`config.mk`:
```
export PLATFORM = sky130hd
export DESIGN_NAME = apb2_rr_arbiter
export DESIGN_NICKNAME = d
export VERILOG_FILES = /design/src/rtl/apb2_rr_arbiter_pkg.sv /design/src/rtl/rr_grant2.sv /design/src/rtl/apb2_rr_arbiter.sv
export SDC_FILE = /design/constraint.sdc
export NUM_CORES = 1
export LEC_CHECK = 0
export CORE_MARGIN = 2
export CORE_UTILIZATION = 42
export DETAILED_ROUTE_END_ITERATION = 8
export GPL_TIMING_DRIVEN = 0
export PLACE_DENSITY = 0.86
export RECOVER_POWER = 25
export SLEW_MARGIN = 10
export SYNTH_ARGS = -nofsm -noshare
export SYNTH_HDL_FRONTEND = slang
export SYNTH_HIERARCHICAL = 1
export SYNTH_SLANG_ARGS = --single-unit
export TNS_END_PERCENT = 5
```
`constraint.sdc`:
```
create_clock -name pclk -period 5.4 [get_ports pclk]
set_input_delay 1.08 -clock pclk [delete_from_list [all_inputs] [get_ports pclk]]
set_output_delay 1.08 -clock pclk [all_outputs]
set_load 0.005 [all_outputs]
```
`src/rtl/apb2_rr_arbiter_pkg.sv`:
```
// ---------------------------------------------------------------------------
// apb2_arb_pkg: shared types and helpers for the two-port APB2 arbiter. Rev 1.0
// ---------------------------------------------------------------------------
`default_nettype none

package apb2_arb_pkg;

  localparam int NREQ = 2;

  typedef enum logic [1:0] {
    IDLE   = 2'd0,
    SETUP  = 2'd1,
    ACCESS = 2'd2
  } state_e;

  // LSB of field idx inside a {field1,field0} packed vector
  function automatic int unsigned field_lsb(input int unsigned idx, input int unsigned width);
    return idx * width;
  endfunction

endpackage

`default_nettype wire

```
`src/rtl/rr_grant2.sv`:
```
// ---------------------------------------------------------------------------
// rr_grant2: combinational round-robin picker for two requesters. Rev 1.0
// ---------------------------------------------------------------------------
`default_nettype none

module rr_grant2
  import apb2_arb_pkg::*;
(
  input  logic [NREQ-1:0] req,
  input  logic [NREQ-1:0] mask,
  input  logic            last,
  output logic [NREQ-1:0] gnt,
  output logic            gnt_idx
);

  logic [NREQ-1:0] eff;

  always_comb begin
    eff     = req & ~mask;
    gnt     = '0;
    gnt_idx = 1'b0;
    if (eff == 2'b11) begin
      // Tie goes to whoever was not served last
      gnt_idx = ~last;
      gnt     = last ? 2'b01 : 2'b10;
    end else if (eff[0]) begin
      gnt     = 2'b01;
      gnt_idx = 1'b0;
    end else if (eff[1]) begin
      gnt     = 2'b10;
      gnt_idx = 1'b1;
    end
  end

endmodule

`default_nettype wire

```
`src/rtl/apb2_rr_arbiter.sv`:
```
// ---------------------------------------------------------------------------
// apb2_rr_arbiter: two-requester round-robin APB2 master with ACCESS timeout. Rev 1.0
// ---------------------------------------------------------------------------
`default_nettype none

module apb2_rr_arbiter
  import apb2_arb_pkg::*;
#(
  parameter int ADDR_WIDTH = 12,
  parameter int DATA_WIDTH = 32,
  parameter int TIMEOUT    = 255,
  parameter int TO_WIDTH   = 8
) (
  input  logic                       pclk,
  input  logic                       presetn,
  input  logic [NREQ-1:0]            req_i,
  input  logic [NREQ-1:0]            write_i,
  input  logic [NREQ-1:0]            prot_i,
  input  logic [NREQ*ADDR_WIDTH-1:0] addr_i,
  input  logic [NREQ*DATA_WIDTH-1:0] wdata_i,
  output logic [NREQ-1:0]            ack_o,
  output logic                       err_o,
  output logic [DATA_WIDTH-1:0]      rdata_o,
  output logic                       psel_o,
  output logic                       penable_o,
  output logic                       pwrite_o,
  output logic                       pprot_o,
  output logic [ADDR_WIDTH-1:0]      paddr_o,
  output logic [DATA_WIDTH-1:0]      pwdata_o,
  input  logic [DATA_WIDTH-1:0]      prdata_i,
  input  logic                       pready_i,
  input  logic                       pslverr_i
);

  localparam logic [TO_WIDTH-1:0] TO_LAST = (TIMEOUT == 0) ? '0 : TO_WIDTH'(TIMEOUT - 1);

  state_e                state_q, state_d;
  logic [TO_WIDTH-1:0]   cnt_q, cnt_d;
  logic                  gidx_q, gidx_d;
  logic                  last_q, last_d;
  logic                  psel_q, psel_d;
  logic                  penable_q, penable_d;
  logic                  pwrite_q, pwrite_d;
  logic                  pprot_q, pprot_d;
  logic [ADDR_WIDTH-1:0] paddr_q, paddr_d;
  logic [DATA_WIDTH-1:0] pwdata_q, pwdata_d;
  logic [NREQ-1:0]       ack_q, ack_d;
  logic                  err_q, err_d;
  logic [DATA_WIDTH-1:0] rdata_q, rdata_d;

  logic [NREQ-1:0]       gnt;
  logic                  gnt_idx;
  logic                  to_hit;

  // The requester just acknowledged is masked so its held req is not regranted
  rr_grant2 u_pick (
    .req     (req_i),
    .mask    (ack_q),
    .last    (last_q),
    .gnt     (gnt),
    .gnt_idx (gnt_idx)
  );

  assign to_hit = (TIMEOUT != 0) && (cnt_q == TO_LAST);

  always_comb begin
    state_d   = state_q;
    cnt_d     = cnt_q;
    gidx_d    = gidx_q;
    last_d    = last_q;
    psel_d    = psel_q;
    penable_d = penable_q;
    pwrite_d  = pwrite_q;
    pprot_d   = pprot_q;
    paddr_d   = paddr_q;
    pwdata_d  = pwdata_q;
    ack_d     = '0;
    err_d     = 1'b0;
    rdata_d   = '0;
    case (state_q)
      IDLE: begin
        if (|gnt) begin
          gidx_d   = gnt_idx;
          pwrite_d = write_i[gnt_idx];
          pprot_d  = prot_i[gnt_idx];
          paddr_d  = addr_i[field_lsb(32'(gnt_idx), ADDR_WIDTH) +: ADDR_WIDTH];
          pwdata_d = wdata_i[field_lsb(32'(gnt_idx), DATA_WIDTH) +: DATA_WIDTH];
          psel_d   = 1'b1;
          state_d  = SETUP;
        end
      end
      SETUP: begin
        penable_d = 1'b1;
        cnt_d     = '0;
        state_d   = ACCESS;
      end
      ACCESS: begin
        // pready takes priority over an expiring timeout on the same cycle
        if (pready_i || to_hit) begin
          psel_d        = 1'b0;
          penable_d     = 1'b0;
          ack_d[gidx_q] = 1'b1;
          err_d         = pready_i ? pslverr_i : 1'b1;
          rdata_d       = (pready_i && !pwrite_q) ? prdata_i : '0;
          last_d        = gidx_q;
          state_d       = IDLE;
        end else begin
          cnt_d = cnt_q + TO_WIDTH'(1);
        end
      end
      default: state_d = IDLE;
    endcase
  end

  always_ff @(posedge pclk or negedge presetn) begin
    if (!presetn) begin
      state_q   <= IDLE;
      cnt_q     <= '0;
      gidx_q    <= 1'b0;
      last_q    <= 1'b1;
      psel_q    <= 1'b0;
      penable_q <= 1'b0;
      pwrite_q  <= 1'b0;
      pprot_q   <= 1'b0;
      paddr_q   <= '0;
      pwdata_q  <= '0;
      ack_q     <= '0;
      err_q     <= 1'b0;
      rdata_q   <= '0;
    end else begin
      state_q   <= state_d;
      cnt_q     <= cnt_d;
      gidx_q    <= gidx_d;
      last_q    <= last_d;
      psel_q    <= psel_d;
      penable_q <= penable_d;
      pwrite_q  <= pwrite_d;
      pprot_q   <= pprot_d;
      paddr_q   <= paddr_d;
      pwdata_q  <= pwdata_d;
      ack_q     <= ack_d;
      err_q     <= err_d;
      rdata_q   <= rdata_d;
    end
  end

  assign ack_o     = ack_q;
  assign err_o     = err_q;
  assign rdata_o   = rdata_q;
  assign psel_o    = psel_q;
  assign penable_o = penable_q;
  assign pwrite_o  = pwrite_q;
  assign pprot_o   = pprot_q;
  assign paddr_o   = paddr_q;
  assign pwdata_o  = pwdata_q;

endmodule

`default_nettype wire

```
# Yosys cells after proc, flatten, opt, wreduce, memory -nomap -nowiden
# Cells that the tools add are included.
dict set report op_classes {
  add_sub_neg 1
  multipliers 1
  magnitude_cmp 3
  eq_ne 7
  shifts 2
  muxes 30
  bitwise_logic 3
  reduce_logical 14
}
# cell n
set ops {}
lappend ops {{32-bit 2-to-1 mux} 3}
lappend ops {{64-bit by 7-bit variable part select with 32-bit output} 1}
lappend ops {{24-bit by 6-bit variable part select with 12-bit output} 1}
lappend ops {{2-bit 2-to-1 mux} 8}
lappend ops {{8-bit case mux with 2 select lines} 1}
lappend ops {{1-bit 2-to-1 mux} 13}
lappend ops {{2-bit AND reduction} 5}
lappend ops {{8-bit by 1-bit adder with 8-bit output, second input constant} 1}
lappend ops {{8-bit equality test, second input constant} 1}
lappend ops {{8-bit 2-to-1 mux} 1}
lappend ops {{2-bit inequality test, second input constant} 3}
lappend ops {{2-bit case mux with 3 select lines} 1}
lappend ops {{2-bit equality test, second input constant} 2}
lappend ops {{1-bit by 2-bit < comparator with 1-bit output, second input constant} 2}
lappend ops {{1-bit case mux with 2 select lines} 2}
lappend ops {{2-bit nonzero test} 2}
lappend ops {{1-bit by 2-bit multiplier with 3-bit output, second input constant} 1}
lappend ops {{3-bit AND reduction} 1}
lappend ops {{2-bit AND} 1}
lappend ops {{2-bit by 1-bit equality test with 1-bit output, second input constant} 1}
lappend ops {{1-bit logical AND} 2}
lappend ops {{2-bit logical NOT} 1}
lappend ops {{2-bit inverter} 1}
lappend ops {{2-bit OR reduction} 1}
lappend ops {{5 further kinds} 5}
dict set report totals {
  reg_bits 95
  input_bits 130
  out_inout_bits 83
  elab_cells 74
}

# Logic depth before layout (Yosys ltp)
dict set report depth {
  depth_word 8
  mapped_depth 8
  ltp_nobuf 6
}

# Modules after synthesis
# Netlist, hierarchy kept.
# mod n_inst cells_each area_each_um2 seq_area_each_um2
set modules_own_cells {}
lappend modules_own_cells {apb2_rr_arbiter 1 345 3902.5 2378.5}
lappend modules_own_cells {rr_grant2 1 5 40.0 0.0}

# Worst setup path after synthesis
# Ideal clock, no wire load.
dict set report synth_path {
  path_type {input to register}
  start {input port req_i[0]}
  end {register paddr_q[10] (netlist: paddr_o[10])}
  setup_ns 0.126
  t_arrival_ns 2.366
  required_ns 5.274
  path_slack_ns 2.908
  stages 8
  n_path_buf 3
  path_cell_list {nor2b_4 a21oi_1 buf_4 nor2_1 nor3_1 buf_2 buf_2 a21oi_1}
}
dict set report synth_between {
  elab_chain_cells 5
  word_cells_on_any_way 10
  cone_classes {mul (1); eq/ne (1); shift (1); mux (4); bitwise (1); reduce/logical (2)}
}
# element line_no
set synth_lines {}
lappend synth_lines {{start: declaration} apb2_rr_arbiter.sv:16} ;# input logic [NREQ-1:0] req_i,
lappend synth_lines {{2-bit AND *} rr_grant2.sv:19} ;# eff = req & ~mask;
lappend synth_lines {{2-bit equality test / 1-bit 2-to-1 mux (equally long branches)} {rr_grant2.sv:22, rr_grant2.sv:26}}
lappend synth_lines {{1-bit 2-to-1 mux *} rr_grant2.sv:22} ;# if (eff == 2'b11) begin
lappend synth_lines {{named net gnt_idx} apb2_rr_arbiter.sv:52} ;# logic gnt_idx;
lappend synth_lines {{1-bit by 2-bit multiplier with 3-bit output *} apb2_rr_arbiter_pkg.sv:18} ;# return idx * width;
lappend synth_lines {{24-bit by 6-bit variable part select with 12-bit output *} apb2_rr_arbiter.sv:86} ;# paddr_d = addr_i[field_lsb(32'(gnt_idx), ADDR_WIDTH) +: ADDR_WIDTH];
lappend synth_lines {{end signal: assignment} apb2_rr_arbiter.sv:139} ;# paddr_q <= paddr_d;
lappend synth_lines {{end: declaration} apb2_rr_arbiter.sv:45} ;# logic [ADDR_WIDTH-1:0] paddr_q, paddr_d;
# The timed path passes the listed nets; every way through them passes the cells marked *.
# A chain may end at the register's enable or synchronous reset.

==> flow_summary.json <==
{
  "drt_iter0_drc": 102,
  "layout-drive-gt1-share": 0.05363,
  "die_w_um": 100.9,
  "tightest_slew_ps": 2687,
  "path_max_fanout": 51,
  "numClockSinks": 95,
  "synth_fa_ha_area_frac": 0.006347,
  "postSynthAreaPerCell_um2": 11.26,
  "antenna_found_initial": 0,
  "grt_pass1_vias": 3527,
  "hold_path.class": "flop to flop",
  "maxCapViolCount": 1,
  "antenna-diode-count": 0,
  "viasPerCell": 4.955,
  "synth_compound_area_frac": 0.09806,
  "drt_pass1_iterations": 4,
  "place_congestion": 0.8429,
  "violations": "max-capacitance violations, max-slew violations",
  "power_density_nw_per_um2": 405.5,
  "totalWireLength_mm": 10.77,
  "dieHeight_um": 100.9,
  "ys.flop_type": "dfrtp_1",
  "cts_setup_buffers": 0,
  "hpwl_mm": 8.443,
  "critical_path.top_delay_family": "buffers and inverters",
  "via_count": 3414,
  "synth.cell_area_um2": 3943,
  "initial_core_util": 0.4308,
  "h-tree-depth": 3,
  "finalInstanceArea_um2": 6396,
  "synth_fp_nets": 482,
  "path_class": "primary input to async pin",
  "path_buf_inv": 1,
  "cts-hold-fix-buffers": 0,
  "postLayoutCoreUtil": 0.6988,
  "critPathCaptureType": "async pin",
  "fillerInstances": 679,
  "numCtsBuffers": 9,
  "yosysSeqAreaShare": 0.6033,
  "synth_simple_gate_area_frac": 0.1393,
  "final_cell_mix": "clkdlybuf4s50_1 (211), dfrtp_1 (94), nor2_1 (50), a21oi_1 (50), mux2i_1 (46)",
  "critPathLaunchType": "primary input",
  "syn-instance-count": 350,
  "ir_drop_mv": 0.2143,
  "antenna_left": 0,
  "synth_warnings": 6,
  "yosys-top-cells-area": "dfrtp_1 (60%), mux2i_1 (12%), a21oi_1 (6.3%)",
  "synth_top_family_by_area": "simple AND/OR/NAND/NOR gates",
  "dieArea_um2": 10180,
  "final_common_cell": "clkdlybuf4s50_1",
  "num_rows": 35,
  "cts_repair_resize_count": 0,
  "wl_per_cell_um": 15.63,
  "io_buffers": 212,
  "setup_viol": 0,
  "setup_ws_ps": 2290,
  "status": "finished with violations",
  "required_ps": 5270,
  "synth-edff-count": 0,
  "overflow": 0,
  "worstPathArrival_ps": 2980,
  "fin_crit_ps": 3110,
  "core_um2": 9153,
  "ys_seq_elements": 95,
  "drv_slew": 51,
  "clockBufferDepth": 2,
  "cts_tree": "done",
  "cpPeakStageDelay_ps": 1870,
  "synthXorXnorAreaFrac": 0,
  "muxShareOfSynthArea": 0.1196,
  "synth_top_area_share": 0.5966,
  "rsz0062_at_grt": "no",
  "route.detailed.drc": 0,
  "cts-root-buf": "clkbuf_8",
  "maxClockFrequency_mhz": 321.5,
  "clk_latency_ps": 340,
  "grt_max_degree": 52,
  "synth_top_cell_by_area": "dfrtp_1",
  "async_flop_share": 1.000,
  "skew_ps": 12.67,
  "pre_cts_ws_ps": 1963,
  "final-hold-violation-count": 0,
  "top_level_ports": 213,
  "syn_to_final_growth_pct": 62.23,
  "track_usage": 0.2099,
  "period_share": 0.5759,
  "leakage_nw": 2.787,
  "cp_cell_sequence": "clkbuf_1",
  "layout.nets": 706,
  "slew_headroom": -0.7916,
  "clk_pin_slew_worst_paths_ps": 80,
  "detailed_place.area_um2": 6221,
  "crit_path_top_delay_cell": "clkbuf_1",
  "ys_types": 36,
  "grt_pass1_wl_mm": 16.62
}
cells in the mapped netlist, types with 3 or more instances:
cell and n:
a21oi_1 50, buf_2 9, inv_1 7, o21ai_0 4, nand3_1 7, or3_1 3, dfrtp_1 94, nand2_1 7
mux2i_1 46, and2_1 32, nor2_1 50, clkbuf_1 9
worst reg2reg max path: stages, from the launching register on:
cell and delay, ps:
dfrtp_1 380, nand2b_1 150, a21oi_1 220, buf_4 150
nor2_1 40, nor3_1 540, buf_2 330, buf_2 280
a21oi_1 110
cell families (layout without fill, tap and decap cells):
family,after synthesis,count (layout)
buffers and inverters,28,256
AND/OR/NAND/NOR,110,110
adder cells (fa/ha/maj),2,2
multiplexers,47,47
AO/OA/AOI/OAI,68,68
flip-flops,95,95
through the flow:
| step | hold slack (ps) | TNS [ps] | power (mW) | cells |
|---|---|---|---|---|
| final | 457.7 | 0 | 2.594 | 689 |
| after global routing | 466.2 | 0 | 2.771 | 689 |
| after CTS | 448.9 | 0 | 2.624 | 689 |
| after detailed placement | 436.9 | 0 | 2.179 | 674 |
| after global placement | 434.8 | -4508 | 2.133 | 673 |
| after floorplan | 421.6 | 0 | 1.519 | 350 |
per-layer routing:
layer  global-route usage  share of wire
met5                    0              0
met4              0.06955          0.016
met3              0.06796          0.093
met2               0.3677           0.50
met1               0.2421           0.39
layout make-up:
cell class                      count  area, µm²  area share
Buffer                             21      105.1     0.01643
Clock buffer                       11      131.4     0.02054
Clock inverter                      4      47.55    0.007433
Inverter                            7      26.28    0.004108
Multi-Input combinational cell    227       1433      0.2240
Sequential cell                    95       2379      0.3719
Tap cell                          111      138.9     0.02171
Timing Repair Buffer              213       2136      0.3339
worst paths after layout:
path | from | endpoint | slack [ps] | depth (start not counted)
hold / removal | gidx_q | ack_o[0] | 460 | 1
setup reg to reg | ack_o[1] | pwdata_o[25] | 3090 | 8
hold reg to reg | gidx_q | ack_o[0] | 460 | 1
setup / recovery | presetn | paddr_o[5] | 2290 | 1
max in group pclk | req_i[0] | pwdata_o[25] | 2320 | 9
min in group asynchronous | presetn | rdata_o[6] | 1580 | 1
flip-flops by register name, indices dropped and copies added, names as in the netlist:
signal,count
pwrite_o,1
cnt_q,8
psel_o,1
pwdata_o,32
ack_o,2
last_q,1
rdata_o,32
penable_o,1
gidx_q,1
pprot_o,1
state_q,2
err_o,1
paddr_o,12
where the power goes:
| part | leakage, nW | internal [mW] | switching (mW) | total, mW |
|---|---|---|---|---|
| combinational | 1.53 | 0.610 | 0.488 | 1.10 |
| clock | 0.0892 | 0.211 | 0.229 | 0.440 |
| sequential | 1.17 | 0.931 | 0.125 | 1.06 |
Power figures use the tool's default switching activity.
